--- src/rtl/ppu_bus_pkg.sv ---
// ----------------------------------------------------------------------------
// ppu_bus_pkg
// Shared types and constants for the PPU memory-map bus arbiter.
//   PPU_ADDR_W   : width of the PPU memory-map address (14 bits, 16 KiB)
//   INC1/INC32   : VRAM address auto-increment steps (across / down)
//   ppu_op_t     : pending CPU operation kind
//   arb_state_t  : arbiter sequencing states
//   owner_t      : who issued the read whose data is on mem_rdata
// ----------------------------------------------------------------------------
package ppu_bus_pkg;

   localparam int PPU_ADDR_W = 14;
   localparam int INC1       = 1;
   localparam int INC32      = 32;

   typedef enum logic [1:0] {
      OP_NONE = 2'd0,
      OP_RD   = 2'd1,
      OP_WR   = 2'd2
   } ppu_op_t;

   typedef enum logic [1:0] {
      ST_IDLE = 2'd0,   // no CPU op pending
      ST_PEND = 2'd1,   // CPU op waiting for the bus
      ST_FILL = 2'd2    // CPU read issued last cycle, data arriving now
   } arb_state_t;

   typedef enum logic {
      OWN_RD  = 1'b0,
      OWN_CPU = 1'b1
   } owner_t;

   // Next VRAM address after a PPUDATA access; wraps modulo 2^14.
   function automatic logic [PPU_ADDR_W-1:0] vaddr_step(
      input logic [PPU_ADDR_W-1:0] v,
      input logic                  inc32
   );
      return v + (inc32 ? PPU_ADDR_W'(INC32) : PPU_ADDR_W'(INC1));
   endfunction

endpackage

--- src/rtl/ppu_vaddr.sv ---
// ----------------------------------------------------------------------------
// ppu_vaddr
// CPU-side VRAM address register (v) with the PPUADDR two-write latch (w).
//   clk, rst   : clock, asynchronous active-high reset
//   addr_wr    : PPUADDR write strobe (first write = high 6 bits, second = low)
//   stat_rd    : PPUSTATUS read strobe, clears w after any same-cycle write
//   wdata      : CPU write data
//   step       : a PPUDATA access was accepted this cycle; advance v
//   inc32      : step size select, 1 = +32, 0 = +1
//   v          : current VRAM address
// ----------------------------------------------------------------------------
module ppu_vaddr
   import ppu_bus_pkg::*;
(
   input  logic                  clk,
   input  logic                  rst,
   input  logic                  addr_wr,
   input  logic                  stat_rd,
   input  logic [7:0]            wdata,
   input  logic                  step,
   input  logic                  inc32,
   output logic [PPU_ADDR_W-1:0] v
);

   logic w;

   // NOTE: state registers use non-blocking assignments so every flop samples
   // pre-edge values; the later assignment to w below wins within the block.
   always_ff @(posedge clk or posedge rst) begin
      if (rst) begin
         v <= '0;
         w <= 1'b0;
      end else begin
         // An address write overrides the increment of a same-cycle access;
         // the access itself has already captured the old v.
         if (addr_wr) begin
            if (!w) begin
               v[13:8] <= wdata[5:0];
               w       <= 1'b1;
            end else begin
               v[7:0]  <= wdata;
               w       <= 1'b0;
            end
         end else if (step) begin
            v <= vaddr_step(v, inc32);
         end
         if (stat_rd) begin
            w <= 1'b0;
         end
      end
   end

endmodule

--- src/rtl/ppu_bus_arb.sv ---
// ----------------------------------------------------------------------------
// ppu_bus_arb
// Arbiter/sequencer for the PPU 14-bit memory-map bus. Shares the single-port,
// 1-cycle-read-latency memory between the renderer fetch engine (priority)
// and the CPU PPUDATA port, and owns the VRAM address register, the PPUADDR
// write latch, auto-increment and the delayed PPUDATA read buffer.
//
// Ports:
//   clk, rst              : clock, asynchronous active-high reset
//   rd_req/rd_addr        : renderer fetch request and address
//   rd_gnt                : renderer access issued this cycle (combinational)
//   rd_valid/rd_data      : renderer read data, the cycle after the grant
//   cpu_addr_wr           : PPUADDR write strobe
//   cpu_stat_rd           : PPUSTATUS read strobe (clears write latch)
//   cpu_wr/cpu_rd         : PPUDATA write/read strobes
//   cpu_wdata, cpu_inc32  : CPU write data, increment select (1 = +32)
//   cpu_rdata             : PPUDATA read buffer
//   cpu_busy              : CPU access pending or in flight
//   cpu_ovf               : sticky, PPUDATA strobe dropped while busy
//   mem_addr/rw/wdata     : to memory map (rw 1 = read)
//   mem_rdata             : from memory map, valid one cycle after address
//
// Build option: define PPU_BUS_STARVE_GUARD_EN to force a pending CPU access
// onto the bus after MAX_WAIT denied cycles. Without it the renderer has
// strict priority and MAX_WAIT is unused.
// ----------------------------------------------------------------------------
module ppu_bus_arb
   import ppu_bus_pkg::*;
#(
   parameter int MAX_WAIT = 8
) (
   input  logic                  clk,
   input  logic                  rst,
   input  logic                  rd_req,
   input  logic [PPU_ADDR_W-1:0] rd_addr,
   output logic                  rd_gnt,
   output logic                  rd_valid,
   output logic [7:0]            rd_data,
   input  logic                  cpu_addr_wr,
   input  logic                  cpu_stat_rd,
   input  logic                  cpu_wr,
   input  logic                  cpu_rd,
   input  logic [7:0]            cpu_wdata,
   input  logic                  cpu_inc32,
   output logic [7:0]            cpu_rdata,
   output logic                  cpu_busy,
   output logic                  cpu_ovf,
   output logic [PPU_ADDR_W-1:0] mem_addr,
   output logic                  mem_rw,
   output logic [7:0]            mem_wdata,
   input  logic [7:0]            mem_rdata
);

   arb_state_t            state;
   ppu_op_t               pend_op;
   logic [PPU_ADDR_W-1:0] pend_addr;
   logic [7:0]            pend_data;
   owner_t                owner;
   logic [PPU_ADDR_W-1:0] v;

   logic any_strobe;
   logic accept;
   logic cpu_issue;
   logic guard_fire;

   assign any_strobe = cpu_wr | cpu_rd;
   assign cpu_busy   = (state != ST_IDLE);
   assign accept     = any_strobe & ~cpu_busy;

   ppu_vaddr u_vaddr (
      .clk     (clk),
      .rst     (rst),
      .addr_wr (cpu_addr_wr),
      .stat_rd (cpu_stat_rd),
      .wdata   (cpu_wdata),
      .step    (accept),
      .inc32   (cpu_inc32),
      .v       (v)
   );

`ifdef PPU_BUS_STARVE_GUARD_EN
   localparam int WAIT_W = $clog2(MAX_WAIT + 1);
   logic [WAIT_W-1:0] wait_cnt;

   assign guard_fire = (state == ST_PEND) && (wait_cnt == WAIT_W'(MAX_WAIT));

   always_ff @(posedge clk or posedge rst) begin
      if (rst) begin
         wait_cnt <= '0;
      end else if (cpu_issue) begin
         wait_cnt <= '0;
      end else if ((state == ST_PEND) && rd_gnt) begin
         wait_cnt <= wait_cnt + 1'b1;
      end
   end
`else
   assign guard_fire = 1'b0;
`endif

   // Grants are gated by rst so the bus shows its idle values the instant
   // reset asserts, even while rd_req is held.
   assign rd_gnt    = rd_req & ~guard_fire & ~rst;
   assign cpu_issue = (state == ST_PEND) & ~rd_gnt & ~rst;

   // NOTE: every output of this block gets a default first, so no path can
   // leave it unassigned and infer a latch.
   always_comb begin
      mem_addr  = '0;
      mem_rw    = 1'b1;
      mem_wdata = '0;
      if (rd_gnt) begin
         mem_addr = rd_addr;
      end else if (cpu_issue) begin
         mem_addr  = pend_addr;
         mem_rw    = (pend_op == OP_RD);
         mem_wdata = pend_data;
      end
   end

   // Read data belongs to whoever issued the previous read; only renderer
   // reads are shown on rd_data.
   assign rd_data = (rd_valid && (owner == OWN_RD)) ? mem_rdata : '0;

   always_ff @(posedge clk or posedge rst) begin
      if (rst) begin
         state     <= ST_IDLE;
         pend_op   <= OP_NONE;
         pend_addr <= '0;
         pend_data <= '0;
         owner     <= OWN_RD;
         rd_valid  <= 1'b0;
         cpu_rdata <= '0;
         cpu_ovf   <= 1'b0;
      end else begin
         rd_valid <= rd_gnt;

         if (rd_gnt) begin
            owner <= OWN_RD;
         end else if (cpu_issue && (pend_op == OP_RD)) begin
            owner <= OWN_CPU;
         end

         if (any_strobe && cpu_busy) begin
            cpu_ovf <= 1'b1;
         end

         case (state)
            ST_IDLE: begin
               if (accept) begin
                  state     <= ST_PEND;
                  pend_addr <= v;
                  // A simultaneous read and write is taken as a write.
                  if (cpu_wr) begin
                     pend_op   <= OP_WR;
                     pend_data <= cpu_wdata;
                  end else begin
                     pend_op   <= OP_RD;
                  end
               end
            end
            ST_PEND: begin
               if (cpu_issue) begin
                  if (pend_op == OP_RD) begin
                     state <= ST_FILL;
                  end else begin
                     state   <= ST_IDLE;
                     pend_op <= OP_NONE;
                  end
               end
            end
            ST_FILL: begin
               // owner still reflects the CPU read issued last cycle even if
               // the renderer is granted in this same cycle.
               if (owner == OWN_CPU) begin
                  cpu_rdata <= mem_rdata;
               end
               state   <= ST_IDLE;
               pend_op <= OP_NONE;
            end
            default: begin
               state   <= ST_IDLE;
               pend_op <= OP_NONE;
            end
         endcase
      end
   end

endmodule

--- config.mk ---
export PLATFORM = sky130hd
export DESIGN_NAME = ppu_bus_arb
export DESIGN_NICKNAME = d
export VERILOG_FILES = /design/src/rtl/ppu_bus_pkg.sv /design/src/rtl/ppu_vaddr.sv /design/src/rtl/ppu_bus_arb.sv
export SDC_FILE = /design/constraint.sdc
export NUM_CORES = 1
export LEC_CHECK = 0
export ABC_AREA = 1
export BUFFER_PORTS_ARGS = -buffer_cell sky130_fd_sc_hd__buf_2
export CORE_MARGIN = 2
export CORE_UTILIZATION = 51
export DETAILED_ROUTE_END_ITERATION = 10
export PLACE_DENSITY = 0.79
export SETUP_SLACK_MARGIN = 0.1
export SYNTH_ARGS = -nofsm -noshare
export SYNTH_HDL_FRONTEND = slang
export SYNTH_SLANG_ARGS = --single-unit
--- constraint.sdc ---
create_clock -name clk -period 2.15 [get_ports clk]
set_clock_uncertainty 0.2 [all_clocks]
set_input_delay 0 -clock clk [delete_from_list [all_inputs] [get_ports clk]]
set_output_delay 0 -clock clk [all_outputs]
set_load 0.05 [all_outputs]
==> results_dict.tcl, run 1 <==
set metrics [dict create \
    synth_compound_area_frac 0.165 \
    timing.slew.headroom 0.574 \
    wl_um 7120 \
    start_util 0.530 \
    die_w_um 76.9 \
    p_per_area_nw_per_um2 1210 \
    setup_ws_ns 0.136 \
    end_kind "output port" \
    gr-usage-all-layers 0.249 \
    max_freq_mhz 497 \
    yosys.area.top_type "dfrtp_1" \
    synthToLayoutAreaGrowth_pct 31.7 \
    synthSimpleGateAreaFrac 0.244 \
    crit_slowest_cell "dfrtp_1" \
    grt_overflow 0 \
    final.setup.tns_ns 0 \
    cts_root_buf "clkbuf_8" \
    yosysSeqAreaShare 0.480 \
    cts.path.max_buffers 2 \
    grt_max_degree 53 \
    cts_buffers 5 \
    hold_viol 0 \
    finalWeightedCongestion 0.890 \
    ant_nets 0 \
    syn_nets 389 \
    critPathLaunchType "register" \
    h-tree-depth 2 \
    worst_pin_slew_ns 0.638 \
    first_global_vias 2528 \
    cp_data_required_time_ns 1.95 \
    rsz0062_at_grt "no" \
    drive_gt1_frac 0.239 \
    cts_tree "yes" \
    yosys-top-cells-area "dfrtp_1, nand2_1, inv_1" \
    dieArea_sq_um 5910 \
    cap_violations 0 \
    dp.final_hpwl_um 4860 \
    routed-via-count 2660 \
    layout_common_cells "nand2_1, buf_2, dfrtp_1" \
    arrival_ns 1.81 \
    cp_cell_sequence "inv_1, nor2_1, nand2_1, buf_4, o21ai_1, buf_2" \
    synth_top_area_frac 0.480 \
    grt_pass1_wl_um 11900 \
    drt_iter0_markers 218 \
    core_sq_um 5110 \
    min_path_type "input port to output port" \
    wl_per_cell_um 13.5 \
    clk-insertion-delay-late_ns 0.31 \
    ys_warn_count 0 \
    drc_errors 0 \
    synth_top_family_by_area "simple AND/OR/NAND/NOR gates" \
    insertedDiodeCount 0 \
    synthXorXnorAreaFrac 0.00647 \
    slowest_delay_ns 0.40 \
    slew_viol_final 0 \
    power_leakage_nw 1.96 \
    peakVddDrop_uv 647 \
    netlist_area_sq_um 2710 \
    clk_pin_slew_ns 0.10 \
    antenna_found_initial 0 \
    die_h_um 76.9 \
    synth_cells 348 \
    finalNetCount 496 \
    critPathTopFamily "buffers and inverters" \
    finalCriticalPeriod_ns 2.01 \
    fin_crit_sh 0.937 \
    ys_types 28 \
    ys_ff_latch 52 \
    cts_sinks 52 \
    final-setup-viol-count 0 \
    place_ws_ns 0.361 \
    synth_fa_ha_area_frac 0.0139 \
    cp.buffers_inverters 3 \
    synthMuxAreaShare 0 \
    status "finished, final reports clean" \
    rows 26 \
    critical_path.max_fanout 13 \
    via_per_inst 5.06 \
    syn_avg_cell_area_sq_um 7.78 \
    firstDrtPassIters 5 \
    num_io_pins 81 \
    critPathKind "register to output port" \
    portBuffers 80 \
]
[report_power, final]
| part | leakage, nW | internal, mW | switching (mW) | total, mW |
|---|---|---|---|---|
| Clock | 0.0614 | 0.381 | 0.325 | 0.706 |
| Combinational | 1.30 | 0.585 | 1.39 | 1.97 |
| Sequential | 0.603 | 1.38 | 0.264 | 1.64 |
[worst min-delay path, stage by stage]
cell	delay, ns
buf_2	0.10
nand2_1	0.05
o21ai_1	0.05
buf_2	0.20
[Yosys cell counts, drive strengths merged]
master  instances
a32oi           1
nor2           45
o21bai          2
nor3            2
a22o           12
buf             6
xor2            2
nand3          18
nand2          84
inv            52
clkbuf          4
a21oi          19
a31oi           1
a22oi           2
o22ai           1
nor3b           1
o21ai          39
dfrtp          52
or2             2
ha              3
[stage by stage]
step	total power [mW]	instances	util	instance area [sq um]	hold WS (ns)
finish	4.32	526	0.698	3570	0.213
global route	4.63	526	0.698	3570	0.239
CTS	4.27	523	0.693	3540	0.129
detailed placement	3.52	490	0.620	3170	-0.0293
global placement	3.46	490	0.620	3170	-0.0425
floorplan	3.07	348	-	2710	-0.141
[cell type report]
type                            instances  area, sq um
Timing Repair Buffer                  110          688
Multi-Input combinational cell        234         1170
Tap cell                               70         87.6
Sequential cell                        52         1300
Clock inverter                          2         38.8
Clock buffer                            6         82.6
Inverter                               52          203
Fill cell                             432         1540
[metal layers]
layer	global-route usage	wire [um]	part of all wire
met5	0	0	0
met4	0.0655	112	0.016
met3	0.0424	563	0.079
met2	0.431	3400	0.48
met1	0.324	3050	0.43
[sequential cells by signal, summed over array words and instances, names as in the netlist]
register   count
u_vaddr.v     14
pend_addr     14
owner          1
rd_valid       1
pend_op        2
pend_data      8
cpu_rdata      8
u_vaddr.w      1
state          2
cpu_ovf        1
[logic make-up (layout without fill, tap and decap cells)]
kind of cell / after synthesis / count (layout)
compound gates: 77 / 77
xor+xnor: 2 / 2
simple gates: 152 / 152
flops: 52 / 52
fa+ha+maj: 3 / 3
buf+inv: 62 / 170
[path summary, 6_finish.rpt]
path | slack [ns] | endpoint | cells after the start | from
worst max register to register | 0.25 | u_vaddr.v[8] | 10 | u_vaddr.v[0]
max in group asynchronous | 1.08 | pend_addr[10] | 4 | rst
worst min register to register | 0.29 | cpu_ovf | 1 | cpu_ovf
worst min-delay path | 0.21 | mem_addr[5] | 4 | rd_addr[5]
min in group asynchronous | 0.24 | rd_valid | 4 | rst
worst max-delay path | 0.14 | mem_addr[6] | 6 | state[0]
[what timing repair did]
item                                   4_1_cts  5_1_grt
setup endpoints to repair                    1       22
pin swaps                                    0        1
hold buffers                                25        1
endpoints found under the hold margin       91        3
resized for setup                            1        1
setup buffers                                0        3
No activity file was read; power rests on OpenSTA's default activity.
==> inputs of run 2 (changes only) <==
--- a/config.mk
+++ b/config.mk
@@ -6,11 +6,12 @@
 export NUM_CORES = 1
 export LEC_CHECK = 0
 export ABC_AREA = 1
-export BUFFER_PORTS_ARGS = -buffer_cell sky130_fd_sc_hd__buf_2
+export BUFFER_PORTS_ARGS = -buffer_cell sky130_fd_sc_hd__buf_4
 export CORE_MARGIN = 2
 export CORE_UTILIZATION = 51
 export DETAILED_ROUTE_END_ITERATION = 10
 export PLACE_DENSITY = 0.79
+export REMOVE_ABC_BUFFERS = 1
 export SETUP_SLACK_MARGIN = 0.1
 export SYNTH_ARGS = -nofsm -noshare
 export SYNTH_HDL_FRONTEND = slang
==> run 2 against run 1 <==
Sequential share of layout area fell by 1.4 points. Worst hold slack worse by 0.041 ns. Flip-flop and latch count did not move. Die area is the same. Clock power decreased by 20%. Critical path depth stayed put. Combinational power up 3%. Wire length down 1.7%. Largest power group unchanged. Highest routed layer unchanged.
==> results_dict.tcl, run 2 (same netlist as run 1, synthesis figures left out) <==
set metrics [dict create \
    grt_pass1_wl_um 12000 \
    hold_depth 4 \
    ant_nets 0 \
    worst_pin_slew_ns 0.658 \
    place_inst 490 \
    rsz0062_at_grt "no" \
    critPathLaunchType "register" \
    power_leakage_nw 1.99 \
    peakVddDrop_uv 633 \
    power.clock.fraction 0.134 \
    first_global_vias 2573 \
    final_common_cell "buf_4" \
    via_per_inst 5.00 \
    cts_sinks 52 \
    finalNetCount 493 \
    status "finished, final reports clean" \
    final-setup-viol-count 0 \
    drt_iter0_markers 169 \
    postCtsSetupBuffers 0 \
    p_per_area_nw_per_um2 1140 \
    largestRegisters "pend_addr (14), u_vaddr.v (14)" \
    timing.slew.headroom 0.562 \
    max_freq_mhz 532 \
    gr-usage-all-layers 0.251 \
    core_sq_um 5110 \
    wl_per_cell_um 13.4 \
    clk_pin_slew_ns 0.09 \
    r2r-start "u_vaddr.v[0]" \
    slew_viol_final 0 \
    drive_gt1_frac 0.230 \
    start_util 0.530 \
    dp.final_hpwl_um 4830 \
    crit_end "mem_addr[0]" \
    grt_max_degree 53 \
    n_fill_cell 402 \
    die_w_um 76.9 \
    final_cells 522 \
    dpl_cell_area_sq_um 3360 \
    cap_violations 0 \
    finalCriticalPeriod_ns 1.88 \
    grt_overflow 0 \
    die_h_um 76.9 \
    setup_ws_ns 0.272 \
    worstReg2RegEnd "u_vaddr.v[8]" \
    rr_worst_depth 10 \
    portBuffers 80 \
    cts_buffers 5 \
    final.setup.tns_ns 0 \
    wl_um 7000 \
    critical_path.max_fanout 13 \
    final_cell_area_sq_um 3710 \
    p_switching_mw 1.94 \
    holdWs_ns 0.171 \
    rows 26 \
    place_ws_ns 0.354 \
    critPathKind "register to output port" \
    routed-via-count 2610 \
    layout_common_cells "buf_4, nand2_1, dfrtp_1" \
    synthToLayoutAreaGrowth_pct 37.0 \
    cts_tree "yes" \
    drc_errors 0 \
    setup.reg_to_reg.worst_slack_ns 0.31 \
    finalPower_mw 4.23 \
    num_io_pins 81 \
    p_comb_frac 0.478 \
    cts.path.max_buffers 2 \
    cts_root_buf "clkbuf_8" \
    hold_viol 0 \
    h-tree-depth 2 \
    end_kind "output port" \
    seq_power_share 0.387 \
    fin_crit_sh 0.874 \
    insertedDiodeCount 0 \
    swShare 0.458 \
    arrival_ns 1.68 \
    dieArea_sq_um 5910 \
    min_path_type "input port to output port" \
    p_int_mw 2.29 \
    crit_path_start "state[0]" \
    utilization 0.726 \
    clk-insertion-delay-late_ns 0.30 \
    antenna_found_initial 0 \
    firstDrtPassIters 4 \
    finalWeightedCongestion 0.863 \
    cp_data_required_time_ns 1.95 \
]
[run 2: cell types whose count changed in the layout (fill, tap and decap cells not counted)]
| cell | previous run | this run |
|---|---|---|
| o21bai_2 | 1 | 0 |
| o21ai_0 | 28 | 29 |
| clkinvlp_4 | 2 | 1 |
| o21ai_1 | 11 | 10 |
| buf_2 | 80 | 0 |
| o21bai_1 | 1 | 2 |
| bufinv_16 | 1 | 0 |
| buf_4 | 5 | 82 |
| inv_4 | 0 | 1 |
[run 2: worst min path at each step]
stage | start | to | slack [ns]
final | rd_addr[6] | mem_addr[6] | 0.17
after floorplan | cpu_stat_rd | u_vaddr.w | -0.13
after detailed placement | cpu_stat_rd | u_vaddr.w | -0.03
after global placement | cpu_stat_rd | u_vaddr.w | -0.04
after global routing | rd_addr[12] | mem_addr[12] | 0.19
after CTS | cpu_wr | pend_data[7] | 0.16
[run 2: layer usage]
layer	track usage	routed length (um)
met1	0.326	3130
met2	0.440	3410
met3	0.0471	396
met4	0.0436	60
met5	0	0
[run 2: power groups by stage]
| stage | sequential, mW | clock [mW] | combinational (mW) |
|---|---|---|---|
| 5_1_grt | 1.69 | 0.611 | 2.25 |
| 3_5_place_dp | 1.65 | 0 | 1.97 |
| 4_1_cts | 1.63 | 0.580 | 2.01 |
| 2_1_floorplan | 1.79 | 0 | 1.24 |
| 3_3_place_gp | 1.64 | 0 | 1.93 |
| 6_report | 1.64 | 0.568 | 2.02 |
[run 2: what timing repair did]
| item | 4_1_cts | 5_1_grt |
|---|---|---|
| hold buffers | 25 | 1 |
| endpoints found under the hold margin | 91 | 2 |
| gates resized for setup | 0 | 4 |
| setup endpoints to repair | 0 | 34 |
[run 2: worst max-delay path: stages (launching register included)]
cell,delay (ns)
dfrtp_1,0.41
inv_1,0.08
nor2_1,0.06
nand2_1,0.13
clkinvlp_4,0.24
a22o_1,0.26
buf_4,0.19
[run 2: area by class of cell]
class / count / area (sq um) / share of cell area
Clock buffer: 6 / 82.6 / 0.0223
Clock inverter: 1 / 8.76 / 0.00236
Inverter: 52 / 201 / 0.0543
Multi-Input combinational cell: 234 / 1160 / 0.313
Sequential cell: 52 / 1300 / 0.351
Tap cell: 70 / 87.6 / 0.0236
Timing Repair Buffer: 107 / 866 / 0.233
